==> config.mk <==
export PLATFORM = sky130hd
export DESIGN_NAME = stage_pipe_buf_flat
export DESIGN_NICKNAME = d
export VERILOG_FILES = /design/src/rtl/pipe_pkg.sv /design/src/rtl/stage_pipe_buf_if.sv /design/src/rtl/stage_pipe_buf.sv /design/src/flat_wrapper.sv
export SDC_FILE = /design/constraint.sdc
export NUM_CORES = 1
export LEC_CHECK = 0
export BUFFER_PORTS_ARGS = -buffer_cell sky130_fd_sc_hd__buf_2
export CAP_MARGIN = 0
export CELL_PAD_IN_SITES_DETAIL_PLACEMENT = 1
export CELL_PAD_IN_SITES_GLOBAL_PLACEMENT = 1
export CORE_AREA = 2 2 270 272
export DETAILED_ROUTE_END_ITERATION = 16
export DIE_AREA = 0 0 272 274
export GPL_ROUTABILITY_DRIVEN = 0
export GPL_TIMING_DRIVEN = 0
export HOLD_SLACK_MARGIN = 0.05
export MAX_ROUTING_LAYER = met4
export PLACE_DENSITY = 0.69
export SLEW_MARGIN = 10
export SYNTH_ARGS = -nofsm -noshare
export SYNTH_HDL_FRONTEND = slang
export SYNTH_SLANG_ARGS = --single-unit
==> constraint.sdc <==
create_clock -name clk -period 15.3 [get_ports clk]
set_input_delay 0.765 -clock clk [delete_from_list [all_inputs] [get_ports clk]]
set_output_delay 0.765 -clock clk [all_outputs]
set_load 0.01 [all_outputs]
==> src/rtl/pipe_pkg.sv <==
// Shared pipeline-bundle definitions.
//
// Purpose: one place that fixes the packed layout of each inter-stage bundle,
// so that the elastic stage buffers between IF/ID, ID/EX and EX/MEM are sized
// from the bundle type rather than from hand-counted widths.
//
// Contents:
//   alu_op_e  - ALU operation encoding carried in the ID/EX bundle
//   if_id_t   - fetch -> decode bundle
//   id_ex_t   - decode -> execute bundle (342 bits)
//   ex_mem_t  - execute -> memory bundle
//   IF_ID_W / ID_EX_W / EX_MEM_W - packed widths of the bundles above
package pipe_pkg;

  typedef enum logic [3:0] {
    ALU_ADD  = 4'd0,
    ALU_SUB  = 4'd1,
    ALU_AND  = 4'd2,
    ALU_OR   = 4'd3,
    ALU_XOR  = 4'd4,
    ALU_SLL  = 4'd5,
    ALU_SRL  = 4'd6,
    ALU_SRA  = 4'd7,
    ALU_SLT  = 4'd8,
    ALU_SLTU = 4'd9
  } alu_op_e;

  typedef struct packed {
    logic [63:0] pc;
    logic [31:0] instr;
  } if_id_t;

  typedef struct packed {
    logic [63:0] pc;
    logic [63:0] rs1_val;
    logic [63:0] rs2_val;
    logic [63:0] imm;
    logic [31:0] instr;
    logic [11:0] csr_addr;
    logic [4:0]  rd;
    logic [4:0]  rs1;
    logic [4:0]  rs2;
    logic [2:0]  funct3;
    alu_op_e     alu_op;
    logic [15:0] ctrl;
    logic [1:0]  mem_size;
    logic [1:0]  priv;
  } id_ex_t;

  typedef struct packed {
    logic [63:0] pc;
    logic [63:0] alu_res;
    logic [63:0] store_data;
    logic [4:0]  rd;
    logic [1:0]  mem_size;
    logic [7:0]  ctrl;
  } ex_mem_t;

  localparam int IF_ID_W  = $bits(if_id_t);
  localparam int ID_EX_W  = $bits(id_ex_t);
  localparam int EX_MEM_W = $bits(ex_mem_t);

endpackage

==> src/rtl/stage_pipe_buf_if.sv <==
// Handshake bundle for one elastic pipeline-stage buffer.
//
// Purpose: groups the upstream valid/ready/data, downstream valid/ready/data,
// redirect controls and occupancy so a stage buffer is wired with one port.
//
// Signals:
//   in_valid/in_ready/in_data    - upstream side (producer -> buffer)
//   out_valid/out_ready/out_data - downstream side (buffer -> consumer)
//   flush                        - unconditional discard of all entries
//   kill                         - redirect discard, honoured only when not stalled
//   count                        - occupied entries
// Modports:
//   slave  - the buffer itself
//   master - the surrounding pipeline (drives inputs, observes outputs)
interface stage_pipe_buf_if #(
  parameter int WIDTH = pipe_pkg::ID_EX_W,
  parameter int DEPTH = 2
);

  logic                       in_valid;
  logic                       in_ready;
  logic [WIDTH-1:0]           in_data;
  logic                       out_valid;
  logic                       out_ready;
  logic [WIDTH-1:0]           out_data;
  logic                       flush;
  logic                       kill;
  logic [$clog2(DEPTH+1)-1:0] count;

  modport slave (
    input  in_valid, in_data, out_ready, flush, kill,
    output in_ready, out_valid, out_data, count
  );

  modport master (
    output in_valid, in_data, out_ready, flush, kill,
    input  in_ready, out_valid, out_data, count
  );

endinterface

==> src/rtl/stage_pipe_buf.sv <==
// Elastic pipeline-stage buffer.
//
// Purpose: carries a WIDTH-bit stage bundle through a DEPTH-entry FIFO with
// valid/ready on both sides, replacing the clear/stall flop between two core
// pipeline stages. Supports an unconditional flush and a kill that only takes
// effect when the head is not stalled downstream.
//
// Parameters:
//   WIDTH     - packed bundle width (default: ID/EX bundle)
//   DEPTH     - number of entries, any integer >= 1
//   RESET_VAL - value presented on out_data while out_valid = 0
// Ports:
//   clk - clock, all state on rising edge
//   rst - asynchronous, active-high reset
//   bus - stage_pipe_buf_if.slave handshake bundle
module stage_pipe_buf
  import pipe_pkg::*;
#(
  parameter int               WIDTH     = ID_EX_W,
  parameter int               DEPTH     = 2,
  parameter logic [WIDTH-1:0] RESET_VAL = '0
) (
  input logic              clk,
  input logic              rst,
  stage_pipe_buf_if.slave  bus
);

  localparam int CW = $clog2(DEPTH + 1);
  localparam int PW = (DEPTH > 1) ? $clog2(DEPTH) : 1;

  logic [WIDTH-1:0] storage [DEPTH];
  logic [PW-1:0]    wr_ptr;
  logic [PW-1:0]    rd_ptr;
  logic [CW-1:0]    count_q;

  logic not_empty;
  logic full;
  logic stalled;
  logic kill_eff;
  logic clear;
  logic push;
  logic pop;

  // DEPTH need not be a power of two, so wrap explicitly instead of relying
  // on the pointer overflowing.
  function automatic logic [PW-1:0] ptr_inc(input logic [PW-1:0] p);
    if (p == PW'(DEPTH - 1)) return '0;
    return p + PW'(1);
  endfunction

  assign not_empty = (count_q != '0);
  assign full      = (count_q == CW'(DEPTH));

  // A stalled head must not be discarded out from under the consumer; the
  // redirect source holds kill until the stall clears.
  assign stalled  = not_empty & ~bus.out_ready;
  assign kill_eff = bus.kill & ~stalled;
  assign clear    = bus.flush | kill_eff;

  // Readiness never looks at a same-cycle pop: a full buffer refuses input
  // even when the consumer is draining. out_ready reaches in_ready only
  // through the kill qualification.
  assign bus.in_ready = ~full & ~bus.flush & ~kill_eff;

  assign push = bus.in_valid & bus.in_ready;
  assign pop  = not_empty & bus.out_ready;

  assign bus.out_valid = not_empty;
  assign bus.out_data  = not_empty ? storage[rd_ptr] : RESET_VAL;
  assign bus.count     = count_q;

  // NOTE: sequential state is assigned with <= so every flop samples the
  // pre-edge values of its neighbours, independent of statement order.
  always_ff @(posedge clk or posedge rst) begin
    if (rst) begin
      wr_ptr  <= '0;
      rd_ptr  <= '0;
      count_q <= '0;
    end else if (clear) begin
      // The same-cycle pop has already been seen downstream; dropping the
      // rest and rewinding both pointers completes it.
      wr_ptr  <= '0;
      rd_ptr  <= '0;
      count_q <= '0;
    end else begin
      if (push) wr_ptr <= ptr_inc(wr_ptr);
      if (pop)  rd_ptr <= ptr_inc(rd_ptr);
      count_q <= count_q + CW'(push) - CW'(pop);
    end
  end

  // NOTE: the payload array has no reset; count gates out_data, so stale
  // contents are never observable and the wide storage needs no reset net.
  always_ff @(posedge clk) begin
    if (push) storage[wr_ptr] <= bus.in_data;
  end

endmodule

==> src/flat_wrapper.sv <==
// flat-port wrapper written by rule: the top's interface ports become plain ports
module stage_pipe_buf_flat import pipe_pkg::*;
#(
  parameter int               WIDTH     = ID_EX_W,
  parameter int               DEPTH     = 2,
  parameter logic [WIDTH-1:0] RESET_VAL = '0
)
  (clk, rst, bus_in_valid, bus_in_data, bus_out_ready, bus_flush, bus_kill, bus_in_ready, bus_out_valid, bus_out_data, bus_count);
  stage_pipe_buf_if #(.WIDTH(WIDTH), .DEPTH(DEPTH)) bus_i ();
  input logic clk;
  input logic rst;
  input wire logic [$bits(bus_i.in_valid)-1:0] bus_in_valid;
  input wire logic [$bits(bus_i.in_data)-1:0] bus_in_data;
  input wire logic [$bits(bus_i.out_ready)-1:0] bus_out_ready;
  input wire logic [$bits(bus_i.flush)-1:0] bus_flush;
  input wire logic [$bits(bus_i.kill)-1:0] bus_kill;
  output wire logic [$bits(bus_i.in_ready)-1:0] bus_in_ready;
  output wire logic [$bits(bus_i.out_valid)-1:0] bus_out_valid;
  output wire logic [$bits(bus_i.out_data)-1:0] bus_out_data;
  output wire logic [$bits(bus_i.count)-1:0] bus_count;
  assign bus_i.in_valid = bus_in_valid;
  assign bus_i.in_data = bus_in_data;
  assign bus_i.out_ready = bus_out_ready;
  assign bus_i.flush = bus_flush;
  assign bus_i.kill = bus_kill;
  assign bus_in_ready = bus_i.in_ready;
  assign bus_out_valid = bus_i.out_valid;
  assign bus_out_data = bus_i.out_data;
  assign bus_count = bus_i.count;
  stage_pipe_buf #(.WIDTH(WIDTH), .DEPTH(DEPTH), .RESET_VAL(RESET_VAL)) u_core (.clk(clk), .rst(rst), .bus(bus_i));
endmodule
==> results of run 1 <==
==> cells by family after synthesis <==
logic type / count (synthesis) / share of synthesized area
fa+ha+maj: 2 / 0.000955
flops: 688 / 0.788
xor+xnor: 2 / 0.000669
buf+inv: 86 / 0.0264
simple gates: 351 / 0.0507
compound gates: 7 / 0.00201
mux: 343 / 0.131
==> registers in the layout, summed over array words and instances (netlist names) <==
name,flops
u_core.wr_ptr,1
u_core.rd_ptr,1
u_core.storage,684
u_core.bus.count,2
==> where the power goes <==
part | leakage (nW) | switching, mW | total, mW | internal (mW)
clock network | 1.22 | 0.739 | 1.84 | 1.10
logic | 5.18 | 0.144 | 0.241 | 0.0975
registers | 6.27 | 0.0113 | 2.13 | 2.12
total | 12.7 | 0.894 | 4.22 | 3.32
==> stage by stage <==
stage,utilization,TNS [ns]
2_1_floorplan,-,-674.73
3_3_place_gp,0.429,-6370.38
3_5_place_dp,0.438,0
4_1_cts,0.473,0
5_1_grt,0.474,0
6_report,0.474,0
==> final timing paths <==
| check | startpoint | to | slack (ns) | cells past startpoint |
|---|---|---|---|---|
| max reg2reg | u_core.bus.count[0] | u_core.storage[0][235] | 12.21 | 9 |
| max | u_core.bus.count[1] | bus_out_data[333] | 11.89 | 5 |
| min reg2reg | u_core.wr_ptr | u_core.wr_ptr | 0.57 | 1 |
| max in group asynchronous | rst | u_core.wr_ptr | 14.47 | 3 |
| min in group asynchronous | rst | u_core.bus.count[0] | 0.66 | 3 |
| min | bus_in_data[268] | u_core.storage[1][268] | 0.34 | 1 |
==> area by class of cell <==
type,instances,area (µm²)
fill,7243,37800
sequential,688,20600
multi-input combinational,705,4870
timing repair buffer,723,4140
clock buffer,92,1960
tap,959,1200
buffer,76,654
clock inverter,43,526
antenna,37,92.6
inverter,10,37.5
==> layer usage <==
metal | up-vias | wire [µm] | global-route usage
met5 | - | 0 | -
met4 | 0 | 2820 | 0.0908
met3 | 155 | 5160 | 0.0583
met2 | 519 | 39600 | 0.346
met1 | 7776 | 27200 | 0.205
li1 | 7171 | - | -
==> placed cells by master, fill, tap and decap left out, drive strengths merged, types with 2 or more instances in the layout <==
master and n:
clkbuf 92, bufinv 11, nor2 349, o211ai 2, o21ai 2, mux2i 343
inv 11, dfrtp 4, diode 37, ha 2, edfxtp 684, clkinv 30
buf 798, xor2 2
==> Yosys cell counts <==
master and n:
edfxtp_1 684, buf_1 1, buf_2 10, buf_4 35, nor3_1 1, mux2i_1 343, buf_6 30, dfrtp_1 4
a21boi_1 1, xor2_1 2, nor2_1 348, o211ai_1 1, a21oi_1 1, o21ai_0 2, and2_1 1, nor2_4 1
o21ba_2 1, ha_1 2, inv_1 10, o211ai_2 1
==> flow_metrics.tcl, run 1 <==
set metrics [dict create \
    io_pins 694 \
    synth_area_leaders "edfxtp_1 78%, mux2i_1 13%, nor2_1 5.0%, buf_6 1.3%, buf_4 1.0%" \
    finClkSkew_ns 0.0219 \
    cp-end-kind "output port" \
    drt.antenna.violating_nets 0 \
    total_power_mw 4.22 \
    dieArea_um2 74500 \
    drt-total-wl_mm 74.8 \
    worst-path-buf-inv 3 \
    dp.cells 3160 \
    nets 2628 \
    slowest_stage "buf_1" \
    avgViaCountPerCell 4.69 \
    first_pass_iters 4 \
    maxSlewHeadroom 0.554 \
    cts_buffers 74 \
    dp_worst_setup_slack_ns 11.84 \
    num_vias 15600 \
    synth_cell_types 20 \
    start_util 0.364 \
    path_common_cell "buf_2" \
    critPathArrivalTime_ns 2.65 \
    ys_seq_elements 688 \
    critPathMaxStageDelay_ns 0.53 \
    h-tree-depth 3 \
    clock-root-buffer "clkbuf_16" \
    synth_top_area_cell "edfxtp_1" \
    crit_required_ns 14.53 \
    hold_violations 0 \
    synth_top_area_share 0.784 \
    synthCells 1479 \
    cpLargestDelayFamily "buffers and inverters" \
    drv_cap 0 \
    post-route-min-period_ns 3.41 \
    clk_latency_ns 0.61 \
    cp_max_fo 10 \
    p_leak_nw 12.7 \
    area_growth_syn_to_layout_pct 30.3 \
    grt_first_pass_wirelength_mm 107 \
    startpoint_type "register" \
    setup_viol 0 \
    hold_class "in -> reg" \
    fin_area_um2 34100 \
    cts_hold_buf 1 \
    powerDensity_nw_per_um2 124 \
    drtIter0Drc 797 \
    clk_pin_slew_worst_paths_ns 0.06 \
    grt-ovfl-total 0 \
    worstMarginPinSlew_ns 0.667 \
    cts_tree "yes" \
    post-dp-hpwl_mm 55.0 \
    route.detailed.drc 0 \
    die_w_um 272 \
    placementRows 99 \
    die_y_um 274 \
    rsz0062_at_grt "false" \
    clock-sinks 688 \
    drive_gt1_frac 0.389 \
    period_share 0.223 \
    postCtsSetupRepairBufs 0 \
    grtUsageTotal 0.198 \
    syn-num-nets 1829 \
    grt_pass1_vias 17400 \
    placement.io_buffers 693 \
    placed_area_um2 31500 \
    path_class "reg -> out" \
    finalWorstSetupSlack_ns 11.89 \
    antenna_found_initial 40 \
    status "finished, final reports clean" \
    fmax_mhz 293 \
    syn_area_um2 26200 \
    yosysWarningCount 0 \
    final-max-slew-violation-count 0 \
    cp_cell_sequence "buf_2 -> nor2_4 -> buf_1 -> nor2_1 -> buf_2" \
    hold_ws_ns 0.345 \
    route.detailed.wl_per_inst_um 22.4 \
    cts_resized 0 \
    cts_max_path_buffers 3 \
    grt_max_degree 30 \
    syn_avg_cell_area_um2 17.7 \
    max-vdd-ir-drop_mv 0.109 \
    core_um2 72000 \
    ys_seq_area_frac 0.788 \
    fin_cells 3333 \
]
Power figures use the tool's default switching activity.
==> run 2: changes to the inputs <==
==> constraint.sdc (replaced) <==
create_clock -name clk -period 3.1 [get_ports clk]
set_input_delay 0.155 -clock clk [delete_from_list [all_inputs] [get_ports clk]]
set_output_delay 0.155 -clock clk [all_outputs]
set_load 0.01 [all_outputs]
==> run 2 against run 1 <==
Design area grew 10%. Global-route usage grew 2.2 points. Critical path depth grew 3. Die area is the same. Flip-flop and latch count is the same. Via count grew 11%. Final cell count grew 10%. Register-to-register slack lost 12 ns.
==> flow_metrics.tcl, run 2 (same netlist as run 1, synthesis figures left out) <==
set metrics [dict create \
    worst-path-buf-inv 5 \
    status "finished, final reports clean" \
    path_common_cell "buf_12" \
    grt_first_pass_wirelength_mm 120 \
    startpoint_type "register" \
    crit_start "u_core.bus.count[0]" \
    crit_end "u_core.storage[0][169]" \
    cp-end-kind "register" \
    slowest_stage "nor2_4" \
    drive_gt1_frac 0.339 \
    reg2reg_from "u_core.bus.count[0]" \
    cp_max_fo 28 \
    post-dp-hpwl_mm 53.6 \
    hold_ws_ns 0.0937 \
    critPathArrivalTime_ns 3.15 \
    fmax_mhz 349 \
    drtIter0Drc 872 \
    cts_tree "yes" \
    post-route-min-period_ns 2.86 \
    path_depth 8 \
    rrSetupSlack_ns 0.24 \
    drt-total-wl_mm 82.5 \
    io_pins 694 \
    cts_resized 0 \
    first_pass_iters 5 \
    die_w_um 272 \
    max-vdd-ir-drop_mv 0.519 \
    dp.cells 3159 \
    reg2reg_to "u_core.storage[0][169]" \
    dieArea_um2 74500 \
    cts_max_path_buffers 3 \
    antenna_found_initial 15 \
    layout_common_cells "702 x buf_2, 684 x edfxtp_1, 348 x dlygate4sd3_1" \
    worstMarginPinSlew_ns 0.599 \
    fin_cells 3665 \
    grt-ovfl-total 0 \
    route.detailed.drc 0 \
    period_share 0.924 \
    layout_commonest_cell "buf_2" \
    powerDensity_nw_per_um2 565 \
    drt.antenna.violating_nets 0 \
    p_leak_nw 14.1 \
    hold_class "in -> reg" \
    clk_latency_ns 0.61 \
    nets 2977 \
    finClkSkew_ns 0.0237 \
    largest_register "u_core.storage" \
    path_class "reg -> reg" \
    largest_reg_flops 684 \
    die_y_um 274 \
    area_growth_syn_to_layout_pct 43.4 \
    cpLargestDelayFamily "buffers and inverters" \
    grt_pass1_vias 19600 \
    setup_viol 0 \
    start_util 0.364 \
    h-tree-depth 3 \
    route.detailed.wl_per_inst_um 22.5 \
    cp_cell_sequence "a21boi_2 -> o211ai_4 -> nor2_4 -> buf_16 -> buf_12 -> buf_12 -> buf_12 -> buf_12" \
    avgViaCountPerCell 4.72 \
    grtUsageTotal 0.220 \
    num_vias 17300 \
    core_um2 72000 \
    maxSlewHeadroom 0.601 \
    r2r_cells 8 \
    rsz0062_at_grt "false" \
    clock-sinks 688 \
    drv_cap 0 \
    crit_required_ns 3.38 \
    critPathMaxStageDelay_ns 0.51 \
    hold_violations 0 \
    placementRows 99 \
    final-max-slew-violation-count 0 \
    clock-root-buffer "clkbuf_16" \
    cts_buffers 76 \
    clk_pin_slew_worst_paths_ns 0.06 \
    placement.io_buffers 693 \
    grt_max_degree 30 \
]
-- run 2: cell count changes in the layout (fill, tap and decap cells not counted), sizes merged --
cell	change
clkbuf	+5
clkinv	-2
clkinvlp	+1
diode	-19
dlygate4sd3	+347
inv	+4
bufinv	-4
-- run 2: metrics by stage --
| step | total power [mW] | setup TNS (ns) | util | setup WS, ns | area [µm²] |
|---|---|---|---|---|---|
| finish | 21.2 | 0 | 0.522 | 0.235 | 37600 |
| global route | 21.9 | 0 | 0.522 | 0.105 | 37500 |
| CTS | 21.3 | 0 | 0.521 | 0.0747 | 37500 |
| detailed placement | 11.9 | 0 | 0.438 | 0.0985 | 31500 |
| global placement | 11.9 | -4147.91 | 0.429 | -6.13 | 30900 |
| floorplan | 11.3 | -2183.90 | - | -3.20 | 26200 |
-- run 2: where the power goes --
part | switching (mW) | internal [mW]
combinational | 0.835 | 0.770
clock | 3.82 | 5.28
sequential | 0.0607 | 10.5
total | 4.71 | 16.5
-- run 2: routing by layer --
layer	wire length, µm	vias to the layer above	GRT usage
met1	29900	8724	0.231
met4	3370	0	0.0959
li1	-	7828	-
met3	4320	181	0.0448
met2	45000	571	0.400
met5	0	-	-
-- run 2: worst min-delay path, cell delays in order --
cell,delay (ns)
buf_2,0.13
inv_1,0.07
o21ai_0,0.18
nor2_1,0.12
-- run 2: what timing repair did --
action / in CTS / in global routing
buffers inserted: 0 / 1
hold buffers: 348 / 0
endpoints found under the setup margin: 0 / 25
endpoints found under the hold margin: 692 / 0
-- run 2: area by class of cell --
type	instances	area, µm²
clock inverters	42	450
well taps	959	1200
clock buffers	97	2030
inverters	10	37.5
plain buffers	76	661
fillers	7100	34400
repair buffers	1070	7590
flip-flops and latches	688	20600
diodes	18	45.0
multi-input cells	705	4890
-- run 2: how the worst min path moves through the flow --
stage / from / end / slack, ns / cells past startpoint
2_1_floorplan: rst / u_core.bus.count[1] / -0.08 / 1
3_3_place_gp: rst / u_core.bus.count[1] / 0.05 / 2
3_5_place_dp: rst / u_core.bus.count[1] / 0.07 / 2
4_1_cts: bus_kill / u_core.bus.count[0] / 0.06 / 4
5_1_grt: bus_kill / u_core.bus.count[0] / 0.11 / 4
6_report: bus_kill / u_core.bus.count[0] / 0.09 / 4
==> run 3: changes to the inputs <==
--- a/config.mk
+++ b/config.mk
@@ -13,7 +13,7 @@
 export DETAILED_ROUTE_END_ITERATION = 16
 export DIE_AREA = 0 0 272 274
 export GPL_ROUTABILITY_DRIVEN = 0
-export GPL_TIMING_DRIVEN = 0
+export GPL_TIMING_DRIVEN = 1
 export HOLD_SLACK_MARGIN = 0.05
 export MAX_ROUTING_LAYER = met4
 export PLACE_DENSITY = 0.69
==> run 3 against run 2 <==
Setup slack improved by 0.16 ns. Sequential power hardly changed. Power decreased by 3.5%. Design area down 2.8%. Clock power down 7.3%. Flip-flop and latch count did not move. Register-to-register slack improved by 0.54 ns. Sequential share of layout area grew 1.6 points.
==> flow_metrics.tcl, run 3 (same netlist as run 1, synthesis figures left out) <==
set metrics [dict create \
    status "finished, final reports clean" \
    layout_common_cells "693 x buf_2, 684 x edfxtp_1, 347 x dlygate4sd3_1" \
    drv_cap 0 \
    placementRows 99 \
    path_class "reg -> out" \
    rsz0062_at_grt "false" \
    cts_resized 0 \
    cts_tree "yes" \
    antenna_found_initial 7 \
    die_y_um 274 \
    post-route-min-period_ns 2.70 \
    final_util 0.507 \
    layout_commonest_cell "buf_2" \
    h-tree-depth 3 \
    clk_pin_slew_worst_paths_ns 0.06 \
    grtUsageTotal 0.212 \
    path_common_cell "buf_12" \
    maxSlewHeadroom 0.386 \
    nets 2907 \
    clock-sinks 688 \
    final-max-slew-violation-count 0 \
    largest_register "u_core.storage" \
    p_int_mw 15.9 \
    rrSetupSlack_ns 0.78 \
    area_growth_syn_to_layout_pct 39.5 \
    placement.io_buffers 693 \
    period_share 0.871 \
    r2r_cells 5 \
    num_vias 17000 \
    finalWorstSetupSlack_ns 0.399 \
    multi_input_area_um2 4890 \
    avgViaCountPerCell 4.75 \
    swShare 0.224 \
    p_clk_frac 0.412 \
    grt_first_pass_wirelength_mm 116 \
    reg2reg_to "u_core.wr_ptr" \
    grt-ovfl-total 0 \
    die_w_um 272 \
    hold_class "in -> reg" \
    critPathMaxStageDelay_ns 0.66 \
    worstMarginPinSlew_ns 0.921 \
    drt.antenna.violating_nets 0 \
    postCtsSetupRepairBufs 0 \
    cp_max_fo 41 \
    post-dp-hpwl_mm 47.7 \
    clk_latency_ns 0.62 \
    reg2reg_from "u_core.bus.count[1]" \
    slowest_stage "dfrtp_4" \
    start_util 0.364 \
    finClkSkew_ns 0.0217 \
    cts_buffers 73 \
    dieArea_um2 74500 \
    grt_pass1_vias 18900 \
    drtIter0Drc 931 \
    seq_power_share 0.515 \
    grt_max_degree 159 \
    holdPathEnd "u_core.rd_ptr" \
    drt-total-wl_mm 79.3 \
    fill_cells 7176 \
    pwr-share-comb 0.074 \
    setup_viol 0 \
    cp_cell_sequence "buf_12 -> buf_12 -> mux2i_1 -> nor2_1 -> buf_2" \
    drive_gt1_frac 0.319 \
    startpoint_type "register" \
    hold_ws_ns 0.121 \
    dp_worst_setup_slack_ns 0.978 \
    p_leak_nw 13.6 \
    critPathArrivalTime_ns 2.55 \
    io_pins 694 \
    clock-root-buffer "clkbuf_16" \
    worst-path-buf-inv 3 \
    switchingPower_mw 4.59 \
    hold_depth 4 \
    crit_required_ns 2.94 \
    first_pass_iters 5 \
    largest_reg_flops 684 \
    route.detailed.wl_per_inst_um 22.2 \
    powerDensity_nw_per_um2 561 \
    regArea_um2 20600 \
    hold_violations 0 \
    core_um2 72000 \
    cp-end-kind "output port" \
    max-vdd-ir-drop_mv 0.493 \
    fmax_mhz 370 \
    path_depth 5 \
    cpLargestDelayFamily "buffers and inverters" \
    route.detailed.drc 0 \
    hold_start "bus_out_ready" \
    cts_max_path_buffers 3 \
    cts_hold_buf 347 \
]
==> run 3: cell type report <==
| class | count | area share |
|---|---|---|
| antenna | 7 | 0.000480 |
| sequential | 688 | 0.565 |
| multi-input combinational | 705 | 0.134 |
| inverter | 10 | 0.00103 |
| tap | 959 | 0.0329 |
| clock inverter | 42 | 0.0104 |
| timing repair buffer | 1079 | 0.205 |
| clock buffer | 86 | 0.0514 |
==> run 3: through the flow <==
stage	setup TNS [ns]	area [µm²]	power, mW	cells
after CTS	0	36500	20.6	3569
after global routing	0	36500	21.1	3576
after detailed placement	0	30800	11.8	3094
after global placement	0	30800	11.8	3094
final	0	36500	20.5	3576
after floorplan	-2183.90	26200	11.3	1479
==> run 3: routing by layer <==
layer	global-route usage	wire length (µm)	share of wire	vias up
met5	-	0	0	-
li1	-	-	-	7682
met2	0.374	42400	0.53	618
met1	0.229	28900	0.36	8508
met3	0.0444	4350	0.055	189
met4	0.0967	3590	0.045	0
==> run 3: worst min-delay path, delay by kind of cell <==
| kind | cells | cell delay (ns) |
|---|---|---|
| simple gates | 1 | 0.11 |
| buf+inv | 1 | 0.13 |
| compound gates | 1 | 0.17 |
| xor+xnor | 1 | 0.11 |
==> run 3: power by group through the flow <==
stage | logic, mW | clock network [mW] | registers, mW
after floorplan | 0.501 | 0 | 10.8
after global placement | 1.07 | 0 | 10.7
after detailed placement | 1.11 | 0 | 10.7
after CTS | 1.49 | 8.53 | 10.5
after global routing | 1.62 | 8.96 | 10.6
final | 1.51 | 8.43 | 10.5
==> run 3: how the worst max path moves through the flow <==
| stage | startpoint | to | slack [ns] |
|---|---|---|---|
| floorplan | u_core.bus.count[1] | u_core.storage[0][0] | -3.20 |
| global placement | u_core.bus.count[0] | u_core.storage[0][212] | 1.06 |
| detailed placement | u_core.bus.count[0] | u_core.storage[0][223] | 0.98 |
| CTS | u_core.rd_ptr | bus_out_data[2] | 0.41 |
| global route | u_core.rd_ptr | bus_out_data[113] | 0.28 |
| finish | u_core.rd_ptr | bus_out_data[113] | 0.40 |
